$ cat src/rtl/ma_clk_cfg_pkg.sv
// Shared types and constants for the clock-group reconfiguration sequencer.
package ma_clk_cfg_pkg;

    typedef enum logic [2:0] {
        ST_IDLE,
        ST_WAIT_OFF,
        ST_PROG,
        ST_WAIT_SET,
        ST_DONE
    } clk_seq_state_e;

    localparam int DOM_CPU   = 0;
    localparam int DOM_AXI   = 1;
    localparam int DOM_APB   = 2;
    localparam int DOM_I2C   = 3;
    localparam int DOM_IMP   = 4;
    localparam int N_DOM_DEF = 5;
    localparam int DOM_W     = 3;

    function automatic int max_int(input int a, input int b);
        return (a > b) ? a : b;
    endfunction

endpackage

$ cat src/rtl/ma_clk_cfg_seq_if.sv
// Update-request handshake between the system register block and the sequencer.
interface ma_clk_cfg_seq_if #(
    parameter int DIV_DW = 4
);
    import ma_clk_cfg_pkg::*;

    logic              req_valid;
    logic              req_ready;
    logic [DOM_W-1:0]  req_dom;
    logic [DIV_DW-1:0] req_div;
    logic              req_cken;
    logic              done_o;
    logic              err_o;
    logic              busy_o;

    modport master (
        output req_valid, req_dom, req_div, req_cken,
        input  req_ready, done_o, err_o, busy_o
    );

    modport slave (
        input  req_valid, req_dom, req_div, req_cken,
        output req_ready, done_o, err_o, busy_o
    );

endinterface

$ cat src/rtl/ma_clk_seq_timer.sv
// Loadable down-counter with zero flag; shared by the gate-off and settle waits.
module ma_clk_seq_timer #(
    parameter int CNT_W = 5
) (
    input  logic             clk,
    input  logic             rst_n,
    input  logic             load,
    input  logic [CNT_W-1:0] load_val,
    input  logic             dec,
    output logic             zero
);

    logic [CNT_W-1:0] cnt_reg;

    always_ff @(posedge clk) begin
        if (!rst_n) begin
            cnt_reg <= '0;
        end else if (load) begin
            cnt_reg <= load_val;
        end else if (dec) begin
            cnt_reg <= cnt_reg - CNT_W'(1);
        end
    end

    assign zero = (cnt_reg == '0);

endmodule

$ cat src/rtl/ma_clk_cfg_seq.sv
// Gates one clock domain off, reprograms its divider/enable with a toggle flip,
// waits for the divider to settle, then lets the ICG follow software again.
module ma_clk_cfg_seq
    import ma_clk_cfg_pkg::*;
#(
    parameter int                DIV_DW      = 4,
    parameter int                N_DOM       = N_DOM_DEF,
    parameter int                GATE_WAIT   = 8,
    parameter int                SETTLE_WAIT = 32,
    parameter logic [DIV_DW-1:0] DIV_RST     = DIV_DW'(1)
) (
    input  logic                    src_clk,
    input  logic                    src_rst_n,
    ma_clk_cfg_seq_if.slave         req_if,
    input  logic [N_DOM-1:0]        icg_en_i,
    output logic [N_DOM*DIV_DW-1:0] clk_div_o,
    output logic [N_DOM-1:0]        clk_tog_o,
    output logic [N_DOM-1:0]        clk_cken_o,
    output logic [N_DOM-1:0]        icg_on_o
);

    localparam int CNT_MAX = max_int(max_int(GATE_WAIT, SETTLE_WAIT), 2);
    localparam int CNT_W   = $clog2(CNT_MAX);

    // The divider must see at least two full output periods before ungating.
    generate
        if (SETTLE_WAIT < 2 * (1 << DIV_DW)) begin : g_bad_settle
            $error("SETTLE_WAIT must be at least 2*2^DIV_DW");
        end
        if (GATE_WAIT < 1) begin : g_bad_gate
            $error("GATE_WAIT must be at least 1");
        end
    endgenerate

    clk_seq_state_e     state_reg;
    logic [DOM_W-1:0]   dom_reg;
    logic [DIV_DW-1:0]  div_reg;
    logic               cken_reg;
    logic [N_DOM-1:0]   mask_reg;
    logic               ready_reg;
    logic               busy_reg;
    logic               done_reg;
    logic               err_reg;

    logic [N_DOM-1:0]   dom_hit;
    logic [N_DOM-1:0]   req_hit;
    logic               req_dom_ok;
    logic               tmr_load;
    logic [CNT_W-1:0]   tmr_val;
    logic               tmr_dec;
    logic               tmr_zero;

    assign req_dom_ok = (32'(req_if.req_dom) < N_DOM);

    generate
        for (genvar gi = 0; gi < N_DOM; gi++) begin : g_dom
            assign dom_hit[gi] = (32'(dom_reg) == gi);
            assign req_hit[gi] = (32'(req_if.req_dom) == gi);
        end
    endgenerate

    always_comb begin
        tmr_load = 1'b0;
        tmr_val  = '0;
        tmr_dec  = 1'b0;
        case (state_reg)
            ST_IDLE: begin
                if (req_if.req_valid && req_dom_ok) begin
                    tmr_load = 1'b1;
                    tmr_val  = CNT_W'(GATE_WAIT - 1);
                end
            end
            ST_WAIT_OFF: tmr_dec = !tmr_zero;
            ST_PROG: begin
                tmr_load = 1'b1;
                tmr_val  = CNT_W'(SETTLE_WAIT - 1);
            end
            ST_WAIT_SET: tmr_dec = !tmr_zero;
            default: ;
        endcase
    end

    ma_clk_seq_timer #(
        .CNT_W (CNT_W)
    ) u_timer (
        .clk      (src_clk),
        .rst_n    (src_rst_n),
        .load     (tmr_load),
        .load_val (tmr_val),
        .dec      (tmr_dec),
        .zero     (tmr_zero)
    );

    always_ff @(posedge src_clk) begin
        if (!src_rst_n) begin
            state_reg  <= ST_IDLE;
            dom_reg    <= '0;
            div_reg    <= '0;
            cken_reg   <= 1'b0;
            mask_reg   <= '0;
            ready_reg  <= 1'b1;
            busy_reg   <= 1'b0;
            done_reg   <= 1'b0;
            err_reg    <= 1'b0;
            clk_div_o  <= {N_DOM{DIV_RST}};
            clk_tog_o  <= '0;
            clk_cken_o <= '1;
            icg_on_o   <= '0;
        end else begin
            done_reg <= 1'b0;
            err_reg  <= 1'b0;
            // A domain with its divider disabled never gets its gate reopened.
            icg_on_o <= icg_en_i & ~mask_reg & clk_cken_o;
            case (state_reg)
                ST_IDLE: begin
                    if (req_if.req_valid) begin
                        if (!req_dom_ok) begin
                            err_reg <= 1'b1;
                        end else begin
                            dom_reg   <= req_if.req_dom;
                            div_reg   <= req_if.req_div;
                            cken_reg  <= req_if.req_cken;
                            mask_reg  <= mask_reg | req_hit;
                            ready_reg <= 1'b0;
                            busy_reg  <= 1'b1;
                            state_reg <= ST_WAIT_OFF;
                        end
                    end
                end
                ST_WAIT_OFF: begin
                    if (tmr_zero) state_reg <= ST_PROG;
                end
                ST_PROG: begin
                    for (int d = 0; d < N_DOM; d++) begin
                        if (dom_hit[d]) begin
                            clk_div_o[d*DIV_DW +: DIV_DW] <= div_reg;
                            clk_cken_o[d]                 <= cken_reg;
                            clk_tog_o[d]                  <= ~clk_tog_o[d];
                        end
                    end
                    state_reg <= ST_WAIT_SET;
                end
                ST_WAIT_SET: begin
                    if (tmr_zero) state_reg <= ST_DONE;
                end
                ST_DONE: begin
                    mask_reg  <= mask_reg & ~dom_hit;
                    done_reg  <= 1'b1;
                    ready_reg <= 1'b1;
                    busy_reg  <= 1'b0;
                    state_reg <= ST_IDLE;
                end
                default: state_reg <= ST_IDLE;
            endcase
        end
    end

    assign req_if.req_ready = ready_reg;
    assign req_if.busy_o    = busy_reg;
    assign req_if.done_o    = done_reg;
    assign req_if.err_o     = err_reg;

endmodule
$ cat src/flat_wrapper.sv
// flat-port wrapper written by rule: the top's interface ports become plain ports
module ma_clk_cfg_seq_flat import ma_clk_cfg_pkg::*;
#(
    parameter int                DIV_DW      = 4,
    parameter int                N_DOM       = N_DOM_DEF,
    parameter int                GATE_WAIT   = 8,
    parameter int                SETTLE_WAIT = 32,
    parameter logic [DIV_DW-1:0] DIV_RST     = DIV_DW'(1)
)
  (src_clk, src_rst_n, icg_en_i, clk_div_o, clk_tog_o, clk_cken_o, icg_on_o, req_if_req_valid, req_if_req_dom, req_if_req_div, req_if_req_cken, req_if_req_ready, req_if_done_o, req_if_err_o, req_if_busy_o);
  ma_clk_cfg_seq_if #(.DIV_DW(DIV_DW)) req_if_i ();
  input  logic src_clk;
  input  logic src_rst_n;
  input  logic [N_DOM-1:0] icg_en_i;
  output logic [N_DOM*DIV_DW-1:0] clk_div_o;
  output logic [N_DOM-1:0] clk_tog_o;
  output logic [N_DOM-1:0] clk_cken_o;
  output logic [N_DOM-1:0] icg_on_o;
  input wire logic [$bits(req_if_i.req_valid)-1:0] req_if_req_valid;
  input wire logic [$bits(req_if_i.req_dom)-1:0] req_if_req_dom;
  input wire logic [$bits(req_if_i.req_div)-1:0] req_if_req_div;
  input wire logic [$bits(req_if_i.req_cken)-1:0] req_if_req_cken;
  output wire logic [$bits(req_if_i.req_ready)-1:0] req_if_req_ready;
  output wire logic [$bits(req_if_i.done_o)-1:0] req_if_done_o;
  output wire logic [$bits(req_if_i.err_o)-1:0] req_if_err_o;
  output wire logic [$bits(req_if_i.busy_o)-1:0] req_if_busy_o;
  assign req_if_i.req_valid = req_if_req_valid;
  assign req_if_i.req_dom = req_if_req_dom;
  assign req_if_i.req_div = req_if_req_div;
  assign req_if_i.req_cken = req_if_req_cken;
  assign req_if_req_ready = req_if_i.req_ready;
  assign req_if_done_o = req_if_i.done_o;
  assign req_if_err_o = req_if_i.err_o;
  assign req_if_busy_o = req_if_i.busy_o;
  ma_clk_cfg_seq #(.DIV_DW(DIV_DW), .N_DOM(N_DOM), .GATE_WAIT(GATE_WAIT), .SETTLE_WAIT(SETTLE_WAIT), .DIV_RST(DIV_RST)) u_core (.src_clk(src_clk), .src_rst_n(src_rst_n), .req_if(req_if_i), .icg_en_i(icg_en_i), .clk_div_o(clk_div_o), .clk_tog_o(clk_tog_o), .clk_cken_o(clk_cken_o), .icg_on_o(icg_on_o));
endmodule
$ cat config.mk
export PLATFORM = sky130hd
export DESIGN_NAME = ma_clk_cfg_seq_flat
export DESIGN_NICKNAME = d
export VERILOG_FILES = /design/src/rtl/ma_clk_cfg_pkg.sv /design/src/rtl/ma_clk_cfg_seq_if.sv /design/src/rtl/ma_clk_seq_timer.sv /design/src/rtl/ma_clk_cfg_seq.sv /design/src/flat_wrapper.sv
export SDC_FILE = /design/constraint.sdc
export NUM_CORES = 1
export LEC_CHECK = 0
export ABC_AREA = 0
export BUFFER_PORTS_ARGS = -buffer_cell sky130_fd_sc_hd__buf_4
export CORE_MARGIN = 4
export CORE_UTILIZATION = 40
export DETAILED_ROUTE_END_ITERATION = 12
export HOLD_SLACK_MARGIN = 0.12
export PLACE_DENSITY = 0.65
export SLEW_MARGIN = 0
export SYNTH_ARGS = -nofsm -noshare
export SYNTH_HDL_FRONTEND = slang
export SYNTH_SLANG_ARGS = --single-unit
$ cat constraint.sdc
create_clock -name src_clk -period 2.4 [get_ports src_clk]
set_input_delay 0 -clock src_clk [delete_from_list [all_inputs] [get_ports src_clk]]
set_output_delay 0 -clock src_clk [all_outputs]
set_load 0.05 [all_outputs]
==> results.py <==
metrics = {
    "run_status": {
        "status": "finished clean",
    },
    "drt": {
        "vias": 1971,
        "firstDrtPassIters": 4,
        "avgViaCountPerCell": 4.990,
        "wl_um": 5411,
        "wl_per_cell_um": 13.70,
        "antenna_left": 0,
        "first_iter_violations": 122,
        "drcViolationCount": 0,
    },
    "cells_and_area": {
        "regMostFlops": "u_core.clk_div_o",
        "final_cells": 395,
        "nets": 335,
        "drive_above_1_share_pct": 25.39,
        "diodes": 0,
        "largest_reg_flops": 20,
        "area_delta_synth_final_pct": 38.02,
    },
    "timing": {
        "tns_ps": 0,
        "hold_violations": 0,
        "rsz0062_at_grt": "false",
        "finalSetupViolations": 0,
        "min_period_ps": 1931,
        "holdWs_ps": 445.5,
        "fmax_mhz": 517.9,
        "setup_ws_ps": 469.2,
        "slew_headroom_pct": 66.58,
        "max_slew.worst_pin.slew_ps": 499.2,
        "skew_ps": 6.482,
        "drv_slew": 0,
        "fin_crit_sh_pct": 80.45,
    },
    "clock_tree": {
        "cts.sinks": 60,
        "cts_buffers": 9,
        "clock-root-buffer": "clkbuf_8",
        "clock_latency_ps": 330,
        "clk_pin_slew_ps": 70,
        "htree_levels": 3,
        "tritoncts": "built",
        "ctsResizeCount": 0,
        "clockBufferDepth": 2,
        "cts_post_setup_buffers_inserted": 0,
        "cts_hold_buf": 19,
    },
    "power_and_ir_drop": {
        "p_per_area_nw_per_um2": 768.8,
        "ir_drop_mv": 0.4273,
        "totalPowerFinal_mw": 2.427,
        "leakage_nw": 1.400,
    },
    "global_route": {
        "grt_pass1_wl_um": 9328,
        "antenna_found_initial": 0,
        "grt_max_degree": 35,
        "grt_usage_pct": 16.56,
        "grt-ovfl-total": 0,
        "grt_pass1_vias": 1934,
    },
    "die": {
        "initial_utilization_pct": 41.28,
        "rows": 27,
        "core_area_um2": 5540,
        "dieHeight_um": 83.62,
        "die_x_um": 83.62,
        "dieArea_um2": 6991,
        "num_io_pins": 55,
    },
    "critical_path": {
        "cp-start-kind": "flop",
        "r2r_start": "u_core.state_reg[0]",
        "r2r_end": "u_core.mask_reg[0]",
        "reg2reg_slack_ps": 470,
        "crit_type": "reg -> reg",
        "cp.required_ps": 2620,
        "path_max_fanout": 6,
        "arrival_ps": 2150,
        "end_kind": "flop",
        "r2r_cells": 5,
    },
    "logic_synthesis": {
        "netlist_instances": 242,
        "yosysUniqueCellTypes": 37,
        "syn_area_um2": 2287,
        "yosysSeqAreaShare_pct": 52.52,
        "ys_warn_count": 0,
        "synth-seq-cells": 60,
        "synth.avg_cell_area_um2": 9.451,
        "mappedNetlistNets": 259,
    },
    "placed_design": {
        "gp_congestion": 0.7647,
        "place_inst": 360,
        "io_buffers": 54,
        "dp_hpwl_um": 3741,
        "place_ws_ps": 533.4,
    },
    "min_path": {
        "holdCritStartpoint": "u_core.req_if.busy_o",
        "holdPathEnd": "u_core.req_if.busy_o",
        "hold_path.class": "reg -> reg",
        "hold_depth": 2,
    },
    "flow_run": {
        "maxCapViolCount": 0,
    },
}
[routing by layer]
metal	track usage, %	routed length (um)	vias up
met1	21.07	2475	928
met3	3.949	309	4
met5	0	0	-
met4	8.626	57	0
met2	25.96	2568	50
li1	-	-	989
[worst max-delay path by stage]
stage | to | cells after the start | slack, ps | start
2_1_floorplan | u_core.clk_cken_o[3] | 6 | 820 | u_core.state_reg[2]
3_3_place_gp | u_core.clk_div_o[12] | 4 | 600 | u_core.state_reg[1]
3_5_place_dp | u_core.clk_cken_o[3] | 4 | 530 | u_core.state_reg[1]
4_1_cts | u_core.mask_reg[0] | 5 | 480 | u_core.state_reg[0]
5_1_grt | u_core.clk_div_o[12] | 4 | 340 | u_core.state_reg[1]
6_report | u_core.mask_reg[0] | 5 | 470 | u_core.state_reg[0]
[cells in the final DEF, fill, tap and decap left out, types with 2 or more instances in the layout]
master and count:
nand3b_2 2, mux2i_1 20, xor2_1 5, dfxtp_1 60
a21o_1 2, a21oi_1 19, nor2_2 2, inv_1 5
nand3_1 19, nand2b_1 4, xnor2_1 3, and4b_1 5
clkbuf_8 9, buf_4 58, clkinvlp_4 2, and3_1 2
o311ai_0 2, nand2_1 33, o21ai_0 5, clkinv_4 2
nor2_1 24, dlygate4sd3_1 19
[critical path, stage by stage (launching register included)]
cell and delay (ps):
dfxtp_1 390, nor2_2 240, nand3b_1 160, o311ai_0 320, o31ai_1 130, dlygate4sd3_1 570
[kinds of logic (layout without fill, tap and decap cells)]
| group | after synthesis | count (layout) | share of synthesized area (%) |
|---|---|---|---|
| adder cells (fa/ha/maj) | 1 | 1 | 0.5470 |
| XOR/XNOR | 8 | 8 | 3.064 |
| AND/OR/NAND/NOR | 101 | 101 | 22.92 |
| multiplexers | 21 | 21 | 9.245 |
| buffers and inverters | 18 | 99 | 3.282 |
| AO/OA/AOI/OAI | 33 | 33 | 8.425 |
| flip-flops | 60 | 60 | 52.52 |
[metrics by stage]
step	area, um^2	util, %
finish	3157	56.98
detailed placement	2766	49.93
global placement	2766	49.93
CTS	3157	56.98
floorplan	2287	-
global route	3157	56.98
[report_power, final]
part | switching [mW] | internal (mW) | total (mW)
logic | 0.240 | 0.170 | 0.410
registers | 0.0633 | 1.06 | 1.12
clock network | 0.413 | 0.484 | 0.897
total | 0.716 | 1.71 | 2.43
[cells in the mapped netlist]
library cell,n,share of area [%]
a21o_1,2,0.66
a21oi_1,19,4.2
a32o_1,1,0.44
and3_1,2,0.55
and4b_1,5,2.2
buf_2,3,0.66
buf_4,1,0.33
clkbuf_1,8,1.3
clkinv_1,1,0.16
dfxtp_1,60,53
ha_1,1,0.55
inv_1,5,0.82
mux2_2,1,0.49
mux2i_1,20,8.8
nand2_1,33,5.4
nand2b_1,4,1.1
nand3_1,19,4.2
nand3b_1,1,0.33
nand3b_2,2,0.98
nand4_1,1,0.27
nand4bb_1,1,0.49
nor2_1,24,3.9
nor2_2,2,0.55
nor3_1,1,0.22
nor4_1,1,0.27
nor4b_1,2,0.77
nor4b_4,1,1.0
o211ai_1,1,0.33
o21ai_0,5,1.1
o22ai_1,1,0.27
o311ai_0,2,0.77
o31a_1,1,0.38
o31ai_1,1,0.33
or3_1,1,0.27
or3b_2,1,0.38
xnor2_1,3,1.1
xor2_1,5,1.9
[final cells by class]
class                   instances  area, um^2
flip-flops and latches         60        1201
clock inverters                 7       76.32
well taps                      72       90.09
multi-input cells             164        1017
repair buffers                 77       625.6
fillers                       522        2384
inverters                       6       22.52
clock buffers                   9       123.9
(Power assumes the default switching activity.)
